`config.mk`:
```
export PLATFORM = sky130hd
export DESIGN_NAME = nibble_add_sequencer
export DESIGN_NICKNAME = d
export VERILOG_FILES = /design/src/rtl/nibble_add_sequencer.sv
export SDC_FILE = /design/constraint.sdc
export NUM_CORES = 1
export LEC_CHECK = 0
export BUFFER_PORTS_ARGS = -buffer_cell sky130_fd_sc_hd__buf_2
export CAP_MARGIN = 10
export CORE_UTILIZATION = 45
export DETAILED_ROUTE_END_ITERATION = 16
export PLACE_DENSITY = 0.85
export REMOVE_ABC_BUFFERS = 1
export SLEW_MARGIN = 10
export SYNTH_ARGS = -nofsm -noshare
export SYNTH_HDL_FRONTEND = slang
export SYNTH_SLANG_ARGS = --single-unit
export TNS_END_PERCENT = 30
```
`constraint.sdc`:
```
create_clock -name clk -period 2.9 [get_ports clk]
set_input_delay 0.725 -clock clk [delete_from_list [all_inputs] [get_ports clk]]
set_output_delay 0.725 -clock clk [all_outputs]
set_load 0.01 [all_outputs]
```
`src/rtl/nibble_add_sequencer.sv`:
```
// Shares one 4-bit ripple adder between two requesters, one nibble per cycle.
// Ports: req0/req1 valid-ready operand inputs, res valid-ready result output, busy.
module nibble_add_sequencer #(
  parameter int NIBBLES = 4
) (
  input  logic                   clk,
  input  logic                   rst_n,
  input  logic                   req0_valid,
  input  logic [4*NIBBLES-1:0]   req0_a,
  input  logic [4*NIBBLES-1:0]   req0_b,
  input  logic                   req0_cin,
  output logic                   req0_ready,
  input  logic                   req1_valid,
  input  logic [4*NIBBLES-1:0]   req1_a,
  input  logic [4*NIBBLES-1:0]   req1_b,
  input  logic                   req1_cin,
  output logic                   req1_ready,
  output logic                   res_valid,
  output logic                   res_id,
  output logic [4*NIBBLES-1:0]   res_sum,
  output logic                   res_cout,
  input  logic                   res_ready,
  output logic                   busy
);

  localparam int W  = 4 * NIBBLES;
  localparam int IW = (NIBBLES > 1) ? $clog2(NIBBLES) : 1;
  localparam logic [IW-1:0] LAST = IW'(NIBBLES - 1);

  typedef enum logic [1:0] {
    S_IDLE = 2'd0,
    S_RUN  = 2'd1,
    S_DONE = 2'd2
  } state_e;

  state_e        state_q, state_d;
  logic [IW-1:0] idx_q, idx_d;
  logic          carry_q, carry_d;
  logic          rr_q, rr_d;
  logic [W-1:0]  a_q, a_d;
  logic [W-1:0]  b_q, b_d;
  logic          cin_q, cin_d;
  logic          id_q, id_d;
  logic [W-1:0]  sum_q, sum_d;
  logic          cout_q, cout_d;
  logic          rid_q, rid_d;
  logic          vld_q, vld_d;
  logic          busy_q, busy_d;

  // Arbitration; readies stay low while reset is asserted.
  logic idle;
  logic sel1;

  assign idle = rst_n && (state_q == S_IDLE);
  assign sel1 = req1_valid && (!req0_valid || rr_q);

  assign req0_ready = idle && req0_valid && !sel1;
  assign req1_ready = idle && sel1;

  // Shared 4-bit ripple-carry adder on the current nibble.
  logic [IW+1:0] sh;
  logic [W-1:0]  a_sh;
  logic [W-1:0]  b_sh;
  logic [3:0]    ra_a;
  logic [3:0]    ra_b;
  logic [3:0]    ra_s;
  logic [4:0]    ra_c;
  logic [W-1:0]  nib_mask;
  logic [W-1:0]  nib_val;

  assign sh   = {idx_q, 2'b00};
  assign a_sh = a_q >> sh;
  assign b_sh = b_q >> sh;
  assign ra_a = a_sh[3:0];
  assign ra_b = b_sh[3:0];

  assign ra_c[0] = (idx_q == '0) ? cin_q : carry_q;

  for (genvar i = 0; i < 4; i++) begin : g_ra
    assign ra_s[i]   = ra_a[i] ^ ra_b[i] ^ ra_c[i];
    assign ra_c[i+1] = (ra_a[i] & ra_b[i]) |
                       (ra_c[i] & (ra_a[i] ^ ra_b[i]));
  end

  assign nib_mask = W'(4'hF) << sh;
  assign nib_val  = W'(ra_s) << sh;

  always_comb begin
    state_d = state_q;
    idx_d   = idx_q;
    carry_d = carry_q;
    rr_d    = rr_q;
    a_d     = a_q;
    b_d     = b_q;
    cin_d   = cin_q;
    id_d    = id_q;
    sum_d   = sum_q;
    cout_d  = cout_q;
    rid_d   = rid_q;
    vld_d   = vld_q;
    busy_d  = busy_q;

    unique case (state_q)
      S_IDLE: begin
        if (req0_ready || req1_ready) begin
          a_d     = req1_ready ? req1_a : req0_a;
          b_d     = req1_ready ? req1_b : req0_b;
          cin_d   = req1_ready ? req1_cin : req0_cin;
          id_d    = req1_ready;
          rr_d    = !req1_ready;
          idx_d   = '0;
          busy_d  = 1'b1;
          state_d = S_RUN;
        end
      end
      S_RUN: begin
        sum_d   = (sum_q & ~nib_mask) | nib_val;
        carry_d = ra_c[4];
        idx_d   = idx_q + IW'(1);
        if (idx_q == LAST) begin
          idx_d   = '0;
          cout_d  = ra_c[4];
          rid_d   = id_q;
          vld_d   = 1'b1;
          state_d = S_DONE;
        end
      end
      S_DONE: begin
        if (res_ready) begin
          vld_d   = 1'b0;
          busy_d  = 1'b0;
          state_d = S_IDLE;
        end
      end
      default: begin
        state_d = S_IDLE;
      end
    endcase
  end

  always_ff @(posedge clk or negedge rst_n) begin
    if (!rst_n) begin
      state_q <= S_IDLE;
      idx_q   <= '0;
      carry_q <= 1'b0;
      rr_q    <= 1'b0;
      a_q     <= '0;
      b_q     <= '0;
      cin_q   <= 1'b0;
      id_q    <= 1'b0;
      sum_q   <= '0;
      cout_q  <= 1'b0;
      rid_q   <= 1'b0;
      vld_q   <= 1'b0;
      busy_q  <= 1'b0;
    end else begin
      state_q <= state_d;
      idx_q   <= idx_d;
      carry_q <= carry_d;
      rr_q    <= rr_d;
      a_q     <= a_d;
      b_q     <= b_d;
      cin_q   <= cin_d;
      id_q    <= id_d;
      sum_q   <= sum_d;
      cout_q  <= cout_d;
      rid_q   <= rid_d;
      vld_q   <= vld_d;
      busy_q  <= busy_d;
    end
  end

  assign res_valid = vld_q;
  assign res_id    = rid_q;
  assign res_sum   = sum_q;
  assign res_cout  = cout_q;
  assign busy      = busy_q;

endmodule

```
==> results.json <==
{
  "synth_most_common_cell": "dfrtp_1",
  "clockRootBuffer": "clkbuf_8",
  "required_ns": 3.13,
  "clkTransAtPathRegs_ns": 0.06,
  "crit_top_cell": "fa_1",
  "ir_drop_v": 0.0006952,
  "cp-endpoint": "res_sum[7]",
  "antenna_found_initial": 0,
  "dr.pass1.iters": 5,
  "finalSetupTns_ns": 0,
  "ys_types": 29,
  "synth_ff_type": "dfrtp_1",
  "routed_wl_um": 6964,
  "nets": 434,
  "worst_setup_path_end_kind": "register",
  "r2r_end": "res_sum[7]",
  "synthCells": 262,
  "power_mw": 4.276,
  "post_drt_wl_per_cell_um": 15.94,
  "grt_max_degree": 61,
  "ff2ff_setup_slack_ns": 0.15,
  "grt_pass1_wl_um": 11720,
  "use_met3_pct": 3.976,
  "postLayoutSetupSlackWorst_ns": 0.1520,
  "worst_pin_slew_ns": 0.8440,
  "synth_top_area_share_pct": 50.72,
  "cpMaxStageDelayCell": "fa_1",
  "die_h_um": 83.11,
  "yosysTopAreaCell": "dfrtp_1",
  "drt-initial-drc-count": 210,
  "cts_sinks": 60,
  "ctsLongestPathBuffers": 2,
  "ys_top_cells_by_area": "dfrtp_1, a221o_1, mux4_2",
  "dp_hpwl_um": 5084,
  "dp.cells": 419,
  "slew_viol_final": 0,
  "rsz0062_at_grt": "no",
  "grt_overflow": 0,
  "fmax_ghz": 0.3639,
  "diodes": 0,
  "cts-htree-levels": 3,
  "worstPathMaxFanout": 6,
  "grt_pass1_vias": 2327,
  "hold_violations": 0,
  "gp_congestion": 0.8677,
  "drive_above_1_share_pct": 37.78,
  "fin_crit_ns": 2.748,
  "drt_drc_violations_left": 0,
  "cts_hold_buf": 0,
  "drv_cap": 0,
  "met1_usage_pct": 31.78,
  "status": "complete, no violations",
  "critical_path_arrival_ns": 2.97,
  "cp_num_buf_inv": 2,
  "row_count": 29,
  "crit_family": "adder cells",
  "worst-path-stages": 9,
  "syn_area_um2": 2960,
  "reg2reg_from": "idx_q[0]",
  "crit_chain": "inv_1 -> ha_1 -> mux2i_1 -> fa_1 -> fa_1 -> inv_1 -> fa_1 -> fa_1 -> a32o_1",
  "via_per_inst": 5.673,
  "synth_seq_cells": 60,
  "async_reset_ff_share_pct": 100.0,
  "core_um2": 6350,
  "layout.cells.non_filler": 437,
  "io_pins": 93,
  "grtUsageTotal_pct": 21.68,
  "cts_tree": "done",
  "hold_path.class": "register to register",
  "postSynthAreaPerCell_um2": 11.30,
  "yosysWarnings": 0,
  "num_vias": 2479,
  "leakage_nw": 1.791,
  "ant_nets": 0,
  "slowest_delay_ns": 0.48,
  "fin_skew_ns": 0.01230,
  "pre_cts_ws_ns": 0.008183,
  "numCtsBuffers": 9,
  "reg2reg_depth": 9,
  "startpoint": "idx_q[0]",
  "clock_latency_ns": 0.34,
  "p_per_area_nw_per_um2": 1149,
  "area_growth_pct": 25.74,
  "seq_area_frac_synth_pct": 50.72,
  "io_buffers": 92,
  "setup_viol": 0,
  "grt.busiest_layer": "met2",
  "netlist_top_cells_count": "dfrtp_1, nand2_1, nor3_1",
  "timing_worst_setup_path_type": "register to register",
  "die_w_um": 83.11,
  "relSlewSlack_pct": 43.59,
  "use_met2_pct": 32.04,
  "final_util_pct": 58.62,
  "crit_path_start_kind": "register",
  "synth_edf_count": 0,
  "min_period_over_period_pct": 94.76,
  "dieArea_um2": 6907,
  "start_util_pct": 46.62
}
==> layout make-up <==
class / instances / area, um^2
clock buffer: 9 / 123.9
clock inverter: 7 / 91.34
fill: 528 / 2628
inverter: 9 / 33.78
multi-input combinational: 171 / 1323
sequential: 60 / 1504
tap: 77 / 96.34
timing repair buffer: 104 / 550.5
==> power breakdown <==
part	internal, mW	total, mW	switching, mW
clock	0.480	0.811	0.331
sequential	1.23	1.51	0.272
combinational	0.967	1.96	0.991
total	2.68	4.28	1.59
==> placed cells by master (no fill, tap or decap), drive strengths merged <==
cell | netlist | final
dfrtp | 60 | 60
or3b | 1 | 1
o31ai | 1 | 1
a32o | 8 | 8
a22o | 7 | 7
nand4bb | 1 | 1
a21o | 1 | 1
fa | 4 | 4
nand2 | 45 | 45
ha | 4 | 4
a31o | 1 | 1
bufinv | 0 | 2
buf | 9 | 104
mux2i | 1 | 1
a21oi | 4 | 4
o21ai | 2 | 2
nor3b | 1 | 1
a221o | 33 | 33
mux2 | 2 | 2
nor3 | 34 | 34
nor2b | 2 | 2
o2bb2ai | 2 | 2
clkinvlp | 0 | 1
clkinv | 0 | 4
mux4 | 8 | 8
nor2 | 7 | 7
clkbuf | 13 | 9
nand2b | 1 | 1
o21bai | 1 | 1
inv | 9 | 9
==> cell families (layout without fill, tap and decap cells) <==
family	count (synthesis)	count (layout)	synth area share (%)
compound gates	60	60	18.98
fa+ha+maj	8	8	4.396
buf+inv	31	129	4.818
flops	60	60	50.72
mux	11	11	7.185
simple gates	92	92	13.91
==> repair_timing <==
item	in CTS	in global routing
gates resized for setup	1	1
setup buffers	0	2
setup endpoints to repair	1	4
==> worst min path at each step <==
stage | from | end | slack [ns] | cells past startpoint
3_5_place_dp | res_sum[6] | res_sum[6] | 0.48 | 1
4_1_cts | res_sum[6] | res_sum[6] | 0.49 | 1
6_report | res_sum[6] | res_sum[6] | 0.49 | 1
5_1_grt | res_sum[6] | res_sum[6] | 0.52 | 1
3_3_place_gp | id_q | id_q | 0.46 | 1
2_1_floorplan | rst_n | a_q[0] | 0.43 | 0
==> state kept, by name, summed over array words and instances, names as in the netlist, 2 cells and up <==
signal	flops
a_q	16
b_q	16
res_sum	16
idx_q	2
state_q	2
==> through the flow <==
step,area (um^2),hold slack (ns)
final,3722,0.4860
after global routing,3722,0.5155
after CTS,3706,0.4902
after detailed placement,3490,0.4759
after global placement,3490,0.4585
after floorplan,2851,0.4294
==> layer usage <==
| metal | up-vias | wire length [um] | share of wire, % |
|---|---|---|---|
| li1 | 1184 | - | - |
| met1 | 1179 | 3152 | 45 |
| met2 | 104 | 3199 | 46 |
| met3 | 12 | 491 | 7.1 |
| met4 | 0 | 121 | 1.7 |
| met5 | - | 0 | 0 |
No activity file was read; power rests on OpenSTA's default activity.
